`config.mk`:
```
export PLATFORM = sky130hd
export DESIGN_NAME = muldiv_sequencer
export DESIGN_NICKNAME = d
export VERILOG_FILES = /design/src/rtl/muldiv_sequencer.sv
export SDC_FILE = /design/constraint.sdc
export NUM_CORES = 1
export LEC_CHECK = 0
export ABC_AREA = 0
export BUFFER_PORTS_ARGS = -buffer_cell sky130_fd_sc_hd__buf_4
export CAP_MARGIN = 15
export CORE_ASPECT_RATIO = 0.8
export CORE_MARGIN = 5
export CORE_UTILIZATION = 49
export DETAILED_ROUTE_END_ITERATION = 10
export MAX_ROUTING_LAYER = met4
export PLACE_DENSITY_LB_ADDON = 0.15
export SYNTH_ARGS = -nofsm -noshare
export SYNTH_HDL_FRONTEND = slang
export SYNTH_SLANG_ARGS = --single-unit
```
`constraint.sdc`:
```
create_clock -name i_clk -period 1.55 [get_ports i_clk]
set_input_delay 0.0775 -clock i_clk [delete_from_list [all_inputs] [get_ports i_clk]]
set_output_delay 0.0775 -clock i_clk [all_outputs]
set_load 0.01 [all_outputs]
```
`src/rtl/muldiv_sequencer.sv`:
```
// rtl/muldiv_sequencer.sv - shift-add multiply/divide sequencer, one result bit per two cycles
// Define MULDIV_SEQ_DIVIDE_EN to support func=10 (DIVU); without it func=10 is reserved.
module muldiv_sequencer #(
  parameter int W = 8
) (
  input  logic           i_clk,
  input  logic           i_rst,
  input  logic           i_start,
  input  logic [1:0]     i_func,
  input  logic [W-1:0]   i_opa,
  input  logic [W-1:0]   i_opb,
  input  logic [2*W-1:0] i_pm,
  output logic [4:0]     o_op,
  output logic [W-1:0]   o_di,
  output logic           o_ci,
  output logic           o_busy,
  output logic           o_done,
  output logic [2*W-1:0] o_result
);
  localparam int IW = $clog2(W);
  localparam logic [IW-1:0] LAST = IW'(W - 1);

  typedef enum logic [2:0] {S_IDLE, S_LOAD, S_ADD, S_SHIFT, S_FIN} state_t;

  state_t         r_state, w_next;
  logic [IW-1:0]  r_i, w_i_next;
  logic [W-1:0]   r_opa, r_opb;
  logic           r_signed;
`ifdef MULDIV_SEQ_DIVIDE_EN
  logic           r_div;
`endif
  logic           r_done;
  logic [2*W-1:0] r_result;
  logic           w_supported, w_accept, w_last;

`ifdef MULDIV_SEQ_DIVIDE_EN
  assign w_supported = (i_func != 2'b11);
`else
  assign w_supported = ~i_func[1];
`endif
  assign w_accept = (r_state == S_IDLE) && i_start && w_supported;
  assign w_last   = (r_i == LAST);

  always_ff @(posedge i_clk) begin
    if (i_rst) begin
      r_state  <= S_IDLE;
      r_i      <= '0;
      r_opa    <= '0;
      r_opb    <= '0;
      r_signed <= 1'b0;
`ifdef MULDIV_SEQ_DIVIDE_EN
      r_div    <= 1'b0;
`endif
      r_done   <= 1'b0;
      r_result <= '0;
    end else begin
      r_state <= w_next;
      r_i     <= w_i_next;
      r_done  <= (r_state == S_FIN);
      if (r_state == S_FIN) r_result <= i_pm;
      if (w_accept) begin
        r_opa    <= i_opa;
        r_opb    <= i_opb;
        r_signed <= i_func[0];
`ifdef MULDIV_SEQ_DIVIDE_EN
        r_div    <= i_func[1];
`endif
      end
    end
  end

  always_comb begin
    w_next   = r_state;
    w_i_next = r_i;
    o_op     = 5'b00000;
    o_di     = '0;
    o_ci     = 1'b0;
    case (r_state)
      S_IDLE: begin
        if (w_accept) begin
          w_next   = S_LOAD;
          w_i_next = '0;
        end
      end
      S_LOAD: begin
        o_op   = 5'b00001;
        o_di   = r_opb;
        w_next = S_ADD;
`ifdef MULDIV_SEQ_DIVIDE_EN
        if (r_div) w_next = S_SHIFT;
`endif
      end
      S_ADD: begin
        o_di   = r_opa;
        w_next = S_SHIFT;
        // Signed multiply subtracts the last partial product: msb of the multiplier has negative weight.
        if (r_signed) begin
          o_op = 5'b01000;
          if (w_last) begin
            o_di = ~r_opa;
            o_ci = 1'b1;
          end
        end
`ifdef MULDIV_SEQ_DIVIDE_EN
        if (r_div) begin
          o_op     = 5'b10000;
          o_di     = ~r_opa;
          o_ci     = 1'b1;
          w_i_next = r_i + 1'b1;
          w_next   = w_last ? S_FIN : S_SHIFT;
        end
`endif
      end
      S_SHIFT: begin
        o_op     = r_signed ? 5'b00100 : 5'b00010;
        w_i_next = r_i + 1'b1;
        w_next   = w_last ? S_FIN : S_ADD;
`ifdef MULDIV_SEQ_DIVIDE_EN
        if (r_div) begin
          o_op     = 5'b00110;
          w_i_next = r_i;
          w_next   = S_ADD;
        end
`endif
      end
      S_FIN:   w_next = S_IDLE;
      default: w_next = S_IDLE;
    endcase
  end

  assign o_busy   = (r_state != S_IDLE);
  assign o_done   = r_done;
  assign o_result = r_result;
endmodule

```
==> key figures, run 1 <==
Logic synthesis
  – EDFF count, synth: 0
  – Synthesized area per cell: 9.63 um2
  – Synth unique cells: 29
  – Ys flop type: dfxtp_1
  – Syn_nets: 239
  – Post-synthesis sequential area ratio: 41.8%
  – Post-synthesis register bit count: 40
  – YS warnings: 0
  – Cell Area, Synth: 1920 um2
  – Gate Count Post-Synth: 199
  – Async set-reset flop share out of synthesis: 0%

STA
  – Clk_skew: 0.00642 ns
  – Final period util: 103%
  – Tmin final: 1.60 ns
  – RSZ-0062 raised after global routing: true
  – Fmax: 625 MHz
  – Final setup margin: -0.0512 ns
  – # setup viols final: 8
  – Final slew viol count: 0
  – Hold Vio Cnt, Final: 0

Clock tree
  – Clk slew on worst S/H paths: 0.08 ns
  – Clock Path Buffers: 2
  – Hold buffers post-CTS: 0
  – Clk root buf: clkbuf_8
  – TritonCTS Sinks: 40
  – Clk_lat worst skew: 0.29 ns
  – TritonCTS clock tree: yes
  – H-tree levels: 2
  – CTS Buf Count: 5

Worst hold path
  – Hold Crit Start: i_pm[11]
  – Hold Path Class: in2reg

Die
  – Initial Utilization: 50.7%
  – Die X: 79.9 um
  – Die Y: 65.9 um
  – Ports: 69
  – FP Rows: 20
  – Die area: 5270 um2
  – Core box area: 3780 um2

Worst setup path
  – Worst R2R Start: r_state[2]$_SDFFE_PP0P_
  – CP Data Arrival Time: 1.52 ns
  – Worst R2R Setup Slack: 0.04 ns
  – Ordered cell list for the critical path: ha_4, ha_4, nand2_8, xor2_2, o32ai_2, buf_4
  – Most common cell on crit path: ha_4
  – Crit path max fanout: 8
  – Crit path max-delay family: flip-flops
  – Critical Setup Path Class: reg2out
  – Crit path depth: 6
  – Worst reg2reg path endpoint: r_opb[4]$_SDFFE_PP0P_
  – Crit path to: o_di[2]
  – Nature of the critical path startpoint: register
  – Critical path startpoint: r_i[1]$_SDFFE_PP0P_
  – Worst path bufs/invs: 1
  – R2R cell count: 5
  – Worst EP required: 1.47 ns
  – Slowest-stage cell, CP: dfxtp_2
  – Crit-path max cell delay: 0.34 ns
  – Critical Path Sink Type: output port

Route
  – Routed vias/inst: 4.77
  – Number of iterations in the first detailed-routing pass: 4
  – Wirelength, routed: 4380 um
  – DRT antenna net count: 0
  – Routed wire per std cell: 13.4 um
  – Initial DRC Count: 44
  – Via Count: 1555
  – Residual DRC: 0

Place
  – Placed cell areas: 2500 um2
  – IO buf count: 67
  – GPL Wtd Cong: 0.777
  – DP HPWL: 2830 um
  – Pre-CTS setup slack: 0.0952 ns

Run
  – Max cap viols: 0

Power
  – Overall Power: 2.24 mW
  – Pleak: 1.13 nW
  – PwrDens: 798 nW/um2
  – Maximum vdd drop: 0.000524 V

Global route
  – Met1 Usage GRT: 19.9%
  – GRT Max-Usage Layer: met2
  – Total gr overflow: 0
  – First-pass GRT wire length: 6570 um
  – Antenna violations before repair: 0
  – GR Layer Usage met2: 25.2%
  – Vias in the first global route: 1478
  – M3 GR Usage: 4.77%
  – Pin count of the biggest net entering global routing: 61
  – Aggregate global-route resource usage: 15.9%

Run status
  – Violated checks: negative setup slack
  – Status: complete, but fails checks

Finish
  – Layout Nets: 310
  – Area Overhead vs Synth: 46.7%
  – # diodes: 0
  – Post-Layout Inst Area: 2810 um2
  – Share of cells above drive strength 1: 41.3%
worst min path at each step:
| stage | end | depth (start not counted) |
|---|---|---|
| finish | o_result[11]$_SDFFE_PP0P_ | 3 |
| global route | o_result[13]$_SDFFE_PP0P_ | 3 |
| floorplan | o_result[2]$_SDFFE_PP0P_ | 2 |
| CTS | o_result[13]$_SDFFE_PP0P_ | 3 |
| detailed placement | o_result[3]$_SDFFE_PP0P_ | 3 |
| global placement | o_result[1]$_SDFFE_PP0P_ | 3 |
stage by stage:
stage               hold slack [ns]  TNS [ns]  util (%)  instances
finish                       0.0199    -0.213      74.4        326
global placement              0.308         0      66.1        313
global route                 0.0140    -0.838      74.4        326
detailed placement            0.319         0      66.1        313
floorplan                     0.225         0         -        199
CTS                         0.00572    -0.269      71.4        322
cells in the mapped netlist (2+ instances only):
master	n	area (um2)
dfxtp_1	40	801
nand2b_1	35	219
mux2i_1	33	330
nor2_1	20	75.1
inv_1	12	45.0
o32ai_1	10	87.6
clkbuf_1	9	33.8
xor2_1	8	70.1
nand3b_1	4	30.0
buf_4	3	22.5
buf_6	3	33.8
ha_1	3	37.5
nand2_1	2	7.51
nor4_1	2	12.5
flip-flops by register name, indices dropped and copies added (netlist names):
| register | flops |
|---|---|
| o_done | 1 |
| o_result | 16 |
| r_i | 3 |
| r_opa | 8 |
| r_opb | 8 |
| r_signed | 1 |
| r_state | 3 |
layout by cell type (no fill, tap or decap), drive strengths merged, types with 2 or more instances in the layout:
cell     n
buf     78
dfxtp   40
nand2b  35
mux2i   33
nor2    20
inv     12
o32ai   10
xor2     8
clkbuf   7
nand3b   4
ha       3
nor4     2
clkinv   2
nand2    2
or3      2
nor3b    2
cell type report:
cell class	count	area [um2]
Tap cell	55	68.8
Fill cell	279	967
Inverter	12	45.0
Timing Repair Buffer	80	664
Clock buffer	5	68.8
Sequential cell	40	807
Multi-Input combinational cell	131	1110
Clock inverter	3	47.5
report_power, final:
part | leakage [nW] | internal, mW | switching, mW
registers | 0.327 | 1.06 | 0.0252
clock network | 0.0583 | 0.485 | 0.376
logic | 0.746 | 0.177 | 0.124
kinds of logic (layout without fill, tap and decap cells):
logic type | after synthesis | in the layout | share of synthesized area (%)
other | 1 | 1 | 0.196
and+or+nand+nor | 74 | 74 | 22.8
buffers and inverters | 28 | 100 | 7.31
muxes | 33 | 33 | 17.2
DFF | 40 | 40 | 41.8
adders and majority gates | 3 | 3 | 1.96
AOI/OAI and AO/OA | 12 | 12 | 5.09
xor gates and xnor gates | 8 | 8 | 3.66
tightest hold or removal path, stage by stage:
cell and delay, ns:
buf_4 0.08, mux2i_1 0.05, nor2_1 0.07
routing by layer:
layer / part of all wire [%] / vias to the layer above
li1: - / 798
met1: 47 / 722
met2: 48 / 35
met3: 4.9 / 0
met4: 0 / 0
met5: 0 / -
timing repair:
| item | in CTS | in global routing |
|---|---|---|
| endpoints found under the hold margin | 0 | 0 |
| resized for setup | 17 | 9 |
| pin swaps | 2 | 1 |
| setup buffers | 2 | 2 |
| setup endpoints to repair | 9 | 10 |
| cloned | 0 | 2 |
No activity file was read; power rests on OpenSTA's default activity.
==> run 2: changes to the inputs <==
--- a/config.mk
+++ b/config.mk
@@ -10,7 +10,7 @@
 export CAP_MARGIN = 15
 export CORE_ASPECT_RATIO = 0.8
 export CORE_MARGIN = 5
-export CORE_UTILIZATION = 49
+export CORE_UTILIZATION = 44
 export DETAILED_ROUTE_END_ITERATION = 10
 export MAX_ROUTING_LAYER = met4
 export PLACE_DENSITY_LB_ADDON = 0.15
==> constraint.sdc (replaced) <==
create_clock -name i_clk -period 1.4 [get_ports i_clk]
set_input_delay 0.07 -clock i_clk [delete_from_list [all_inputs] [get_ports i_clk]]
set_output_delay 0.07 -clock i_clk [all_outputs]
set_load 0.01 [all_outputs]
==> key figures, run 2 (synthesized netlist as in run 1, its figures left out) <==
Worst setup path
  – Critical Setup Path Class: reg2out
  – Worst reg2reg path endpoint: r_opb[1]$_SDFFE_PP0P_
  – Crit path max-delay family: flip-flops
  – Slowest-stage cell, CP: dfxtp_2
  – Worst R2R Setup Slack: -0.10 ns (-0.14 ns)
  – Critical Path Sink Type: output port
  – Worst EP required: 1.33 ns (-0.14 ns)
  – Ordered cell list for the critical path: ha_4, ha_4, nand2_8, xor2_1, o32ai_1, buf_4
  – Nature of the critical path startpoint: register
  – Worst R2R Start: r_state[1]$_SDFFE_PP0P_
  – Crit-path max cell delay: 0.36 ns (+0.02 ns)
  – CP Data Arrival Time: 1.51 ns (about the same)
  – Worst path bufs/invs: 1 (unchanged)
  – R2R cell count: 5 (unchanged)
  – Crit path max fanout: 8 (unchanged)
  – Most common cell on crit path: ha_4

STA
  – Hold Vio Cnt, Final: 0 (unchanged)
  – Clk_skew: 0.00498 ns (-0.00145 ns)
  – Final slew viol count: 0 (unchanged)
  – Final setup margin: -0.177 ns (-0.126 ns)
  – # setup viols final: 39 (+31)
  – Fmax: 634 MHz
  – Fin Setup TNS: -3.31 ns (-3.10 ns)
  – Tmin final: 1.58 ns
  – Final period util: 113%
  – Hold_ws: 0.00897 ns (-0.0110 ns)
  – RSZ-0062 raised after global routing: true

Die
  – Die Y: 69.0 um (+4.7%)
  – Initial Utilization: 45.6% (-5.1 points)
  – Ports: 69 (unchanged)
  – Die area: 5780 um2 (+9.8%)
  – FP Rows: 21 (+5.0%)
  – Die X: 83.8 um (+4.8%)
  – Core box area: 4200 um2 (+11%)

Finish
  – # diodes: 0 (unchanged)
  – Max FFs per register: 16 (unchanged)
  – Commonest non-fill, non-tap cells in the layout: buf_4 (76), dfxtp_1 (35), nand2b_1 (34)
  – Layout Nets: 320 (+3.2%)
  – Commonest non-fill, non-tap cell in the layout: buf_4
  – Area Overhead vs Synth: 56.5%
  – Share of cells above drive strength 1: 44.5% (+3.2 points)

Worst hold path
  – Hold Path Class: in2reg
  – Worst Hold Endpoint: o_result[9]$_SDFFE_PP0P_
  – Hold Crit Start: i_pm[9]
  – WHS Path Cells: 3 (unchanged)

Clock tree
  – H-tree levels: 2 (unchanged)
  – CTS Buf Count: 5 (unchanged)
  – TritonCTS clock tree: yes
  – TritonCTS Sinks: 40 (unchanged)
  – Hold buffers post-CTS: 0 (unchanged)
  – Clk_lat worst skew: 0.29 ns (about the same)
  – Clk slew on worst S/H paths: 0.08 ns (about the same)
  – Clk root buf: clkbuf_8
  – Clock Path Buffers: 2 (unchanged)

Place
  – DP HPWL: 2920 um (+3.2%)
  – Pre-CTS setup slack: -0.0494 ns (-0.145 ns)
  – IO buf count: 67 (unchanged)
  – GPL Wtd Cong: 0.746 (-4.1%)

Power
  – Pleak: 1.20 nW (+6.0%)
  – Overall Power: 2.59 mW (+16%)
  – PwrDens: 864 nW/um2 (+8.3%)
  – Maximum vdd drop: 0.000499 V (-4.8%)

Route
  – Initial DRC Count: 38 (-14%)
  – Routed vias/inst: 4.80 (+0.73%)
  – Wirelength, routed: 4830 um (+10%)
  – Residual DRC: 0 (unchanged)
  – Routed wire per std cell: 14.3 um (+6.5%)
  – Number of iterations in the first detailed-routing pass: 4 (unchanged)
  – Via Count: 1624 (+4.4%)
  – DRT antenna net count: 0 (unchanged)

Global route
  – Total gr overflow: 0 (unchanged)
  – Aggregate global-route resource usage: 16.5% (+0.60 points)
  – Pin count of the biggest net entering global routing: 61 (unchanged)
  – First-pass GRT wire length: 7610 um (+16%)
  – Vias in the first global route: 1608 (+8.8%)
  – Antenna violations before repair: 0 (unchanged)

Run status
  – Status: complete, but fails checks
  – Violated checks: negative setup slack

Run
  – Max cap viols: 0 (unchanged)
==> run 2: cell types whose count changed in the layout (fill, tap and decap cells not counted), sizes merged <==
cell | previous run | this run
clkinv | 2 | 0
clkbuf | 7 | 9
buf | 78 | 88
==> run 2: worst max path at each step <==
stage / from / end / slack [ns] / depth (start not counted)
after floorplan: r_state[0]$_SDFFE_PP0P_ / r_opa[7]$_SDFFE_PP0P_ / -0.02 / 5
after global routing: r_i[0]$_SDFFE_PP0P_ / o_di[0] / -0.25 / 6
after CTS: r_i[1]$_SDFFE_PP0P_ / o_di[6] / -0.20 / 6
final: r_i[1]$_SDFFE_PP0P_ / o_di[0] / -0.18 / 6
after global placement: r_state[2]$_SDFFE_PP0P_ / r_opb[0]$_SDFFE_PP0P_ / -0.03 / 4
after detailed placement: r_state[2]$_SDFFE_PP0P_ / r_opb[1]$_SDFFE_PP0P_ / -0.05 / 4
==> run 2: power by group <==
part | switching (mW) | leakage (nW) | internal (mW)
Clock | 0.404 | 0.0645 | 0.629
Combinational | 0.149 | 0.807 | 0.218
Sequential | 0.0256 | 0.327 | 1.17
Total | 0.578 | 1.20 | 2.02
==> run 2: area by class of cell <==
class | instances | area, um2
fillers | 337 | 1200
multi-input cells | 131 | 1140
flip-flops and latches | 40 | 810
repair buffers | 90 | 807
clock buffers | 7 | 96.3
well taps | 57 | 71.3
inverters | 12 | 45.0
clock inverters | 1 | 30.0
==> run 2: stage by stage <==
step,util [%],area (um2),instances
after floorplan,-,1920,199
after CTS,70.0,2940,336
after global routing,71.4,3000,338
after detailed placement,60.1,2530,319
after global placement,60.1,2530,319
final,71.4,3000,338
==> run 2: worst reg2reg max path, cell delays in order, from the launching register on <==
cell     delay [ns]
dfxtp_2        0.34
or3_4          0.40
nor3b_4        0.24
buf_6          0.16
buf_12         0.12
mux2i_1        0.18
==> run 2: per-layer routing <==
layer	share of wire, %	vias to the layer above	global-route usage, %
met5	0	-	-
met2	47	48	24.9
met1	46	752	21.7
li1	-	816	-
met3	5.5	8	4.17
met4	1.3	0	5.36
==> run 2: timing repair <==
action                                  4_1_cts  5_1_grt
gates cloned                                  3        2
buffers inserted                              7        3
endpoints found under the setup margin       31       49
resized for setup                            36        8
pin swaps                                    12        9
==> run 3: changes to the inputs <==
--- a/config.mk
+++ b/config.mk
@@ -10,7 +10,8 @@
 export CAP_MARGIN = 15
 export CORE_ASPECT_RATIO = 0.8
 export CORE_MARGIN = 5
-export CORE_UTILIZATION = 44
+export CORE_UTILIZATION = 49
+export CTS_CLUSTER_DIAMETER = 120
 export DETAILED_ROUTE_END_ITERATION = 10
 export MAX_ROUTING_LAYER = met4
 export PLACE_DENSITY_LB_ADDON = 0.15
==> constraint.sdc (replaced) <==
create_clock -name i_clk -period 1.8 [get_ports i_clk]
set_input_delay 0.09 -clock i_clk [delete_from_list [all_inputs] [get_ports i_clk]]
set_output_delay 0.09 -clock i_clk [all_outputs]
set_load 0.01 [all_outputs]
==> key figures, run 3 (synthesized netlist as in run 1, its figures left out) <==
STA
  – Fin Setup TNS: 0 ns (+3.31 ns)
  – Clk_skew: 0.0104 ns (+0.00539 ns)
  – # setup viols final: 0 (-100%)
  – Hold Vio Cnt, Final: 0 (unchanged)
  – Tmin final: 1.71 ns
  – Final slew viol count: 0 (unchanged)
  – Final period util: 94.8%
  – RSZ-0062 raised after global routing: true
  – Fmax: 586 MHz
  – Hold_ws: 0.0280 ns (+0.0190 ns)

Finish
  – Area Overhead vs Synth: 35.2%
  – Commonest non-fill, non-tap cell in the layout: buf_4
  – Commonest non-fill, non-tap cells in the layout: buf_4 (70), dfxtp_1 (38), nand2b_1 (35)
  – Fill cells: 337 (unchanged)
  – Max FFs per register: 16 (unchanged)
  – Share of cells above drive strength 1: 34.0% (-11 points)
  – Non-Filler Instances: 317 (-6.2%)
  – Layout Nets: 301 (-5.9%)
  – # diodes: 0 (unchanged)

Power
  – Switching pwr: 424 uW (-27%)
  – Register share of total power: 48.6% (+2.6 points)
  – Maximum vdd drop: 0.000409 V (-18%)
  – Overall Power: 1.91 mW (-26%)
  – Clock Power Share: 40.0% (+0.2 points)
  – PwrDens: 739 nW/um2 (-15%)
  – Pleak: 1.07 nW (-10%)
  – Logic pwr share: 11.4% (-2.7 points)
  – Sw frac: 22.1% (-0.15 points)
  – Pint: 1.49 mW (-26%)

Die
  – Die area: 5270 um2 (-8.9%)
  – FP Rows: 20 (-4.8%)
  – Initial Utilization: 50.7% (+5.1 points)
  – Core box area: 3780 um2 (-10%)
  – Die X: 79.9 um (-4.6%)
  – Die Y: 65.9 um (-4.5%)
  – Ports: 69 (unchanged)

Clock tree
  – Postcts setup bufs: 0 (-7)
  – Hold buffers post-CTS: 0 (unchanged)
  – TritonCTS clock tree: yes
  – H-tree levels: 2 (unchanged)
  – Clk slew on worst S/H paths: 0.08 ns (about the same)
  – Clk_lat worst skew: 0.29 ns (about the same)
  – CTS Buf Count: 5 (unchanged)
  – TritonCTS Sinks: 40 (unchanged)
  – Clock Path Buffers: 2 (unchanged)
  – Clk root buf: clkbuf_8

Route
  – DR WL met2: 1930 um (-15%)
  – DR top layer: met4
  – Number of iterations in the first detailed-routing pass: 3 (-1)
  – Via Count: 1483 (-8.7%)
  – DRT antenna net count: 0 (unchanged)
  – Routed vias/inst: 4.68 (-2.6%)
  – Residual DRC: 0 (unchanged)
  – Metal-1 WL: 1880 um (-16%)
  – Routed wire per std cell: 13.0 um (-9.2%)
  – Initial DRC Count: 48 (+26%)
  – WL met3: 258 um (-2.6%)
  – Wirelength, routed: 4110 um (-15%)

Place
  – DP HPWL: 2880 um (-1.4%)
  – GPL Wtd Cong: 0.734 (-1.5%)
  – IO buf count: 67 (unchanged)
  – Inst Count DP: 309 (-3.1%)

Worst setup path
  – Crit path max fanout: 8 (unchanged)
  – Worst EP required: 1.71 ns (+0.38 ns)
  – Critical Path Sink Type: output port
  – CP Data Arrival Time: 1.62 ns (+0.11 ns)
  – Critical Setup Path Class: reg2out
  – Nature of the critical path startpoint: register

Run status
  – Status: finished, final reports clean

Run
  – Max cap viols: 0 (unchanged)

Global route
  – Vias in the first global route: 1406 (-13%)
  – Aggregate global-route resource usage: 16.3% (-0.20 points)
  – Antenna violations before repair: 0 (unchanged)
  – Total gr overflow: 0 (unchanged)
  – First-pass GRT wire length: 6520 um (-14%)
  – Pin count of the biggest net entering global routing: 61 (unchanged)

Worst hold path
  – Hold Path Class: in2reg
==> run 3: cell count changes in the layout (fill, tap and decap cells not counted), moves of 3 or more <==
cell and delta:
o32ai_2 -7, o32ai_1 +7, buf_12 -3, buf_4 -6, xor2_2 -3, buf_6 -7, xor2_1 +3, dfxtp_1 +3
==> run 3: routing by layer <==
| layer | global-route usage (%) | vias up |
|---|---|---|
| li1 | - | 775 |
| met1 | 20.5 | 669 |
| met2 | 24.7 | 34 |
| met3 | 4.90 | 5 |
| met4 | 6.33 | 0 |
| met5 | - | - |
==> run 3: per-stage QoR <==
stage / utilization [%] / setup WS [ns] / instance area (um2)
6_report: 68.6 / 0.0928 / 2590
5_1_grt: 68.6 / -0.0121 / 2590
4_1_cts: 67.9 / 0.00138 / 2570
3_5_place_dp: 64.6 / 0.207 / 2440
3_3_place_gp: 64.6 / 0.259 / 2440
2_1_floorplan: - / 0.361 / 1920
==> run 3: area by class of cell <==
class / instances / area, um2 / area share (%)
clock inverters: 2 / 38.8 / 1.50
multi-input cells: 131 / 1010 / 38.9
clock buffers: 6 / 82.6 / 3.19
flip-flops and latches: 40 / 803 / 31.0
well taps: 55 / 68.8 / 2.66
repair buffers: 71 / 546 / 21.1
inverters: 12 / 45.0 / 1.74
==> run 3: worst max-delay path, cell delays in order, from the launching register on <==
cell,delay (ns)
dfxtp_2,0.33
ha_1,0.22
ha_2,0.19
nand2_4,0.14
xor2_1,0.19
o32ai_2,0.10
buf_4,0.15
==> run 3: repair_timing <==
| item | 4_1_cts | 5_1_grt |
|---|---|---|
| resized for setup | 2 | 6 |
| setup endpoints to repair | 8 | 9 |
| gates cloned | 0 | 0 |
==> run 3: power by group through the flow <==
stage | clock (mW) | combinational, mW | sequential (mW)
4_1_cts | 0.788 | 0.216 | 0.929
3_5_place_dp | 0 | 0.216 | 0.949
5_1_grt | 0.827 | 0.242 | 0.934
2_1_floorplan | 0 | 0.132 | 0.941
6_report | 0.765 | 0.219 | 0.930
3_3_place_gp | 0 | 0.214 | 0.949
==> run 3: path summary, 6_finish.rpt <==
path                           startpoint                   endpoint  slack (ns)  depth (start not counted)
setup / recovery      r_i[0]$_SDFFE_PP0P_                    o_di[3]        0.09                          6
hold / removal                   i_pm[14]  o_result[14]$_SDFFE_PP0P_        0.03                          3
setup reg to reg  r_state[2]$_SDFFE_PP0P_   o_result[2]$_SDFFE_PP0P_        0.24                          5
hold reg to reg     r_opb[7]$_SDFFE_PP0P_      r_opb[7]$_SDFFE_PP0P_        0.48                          2
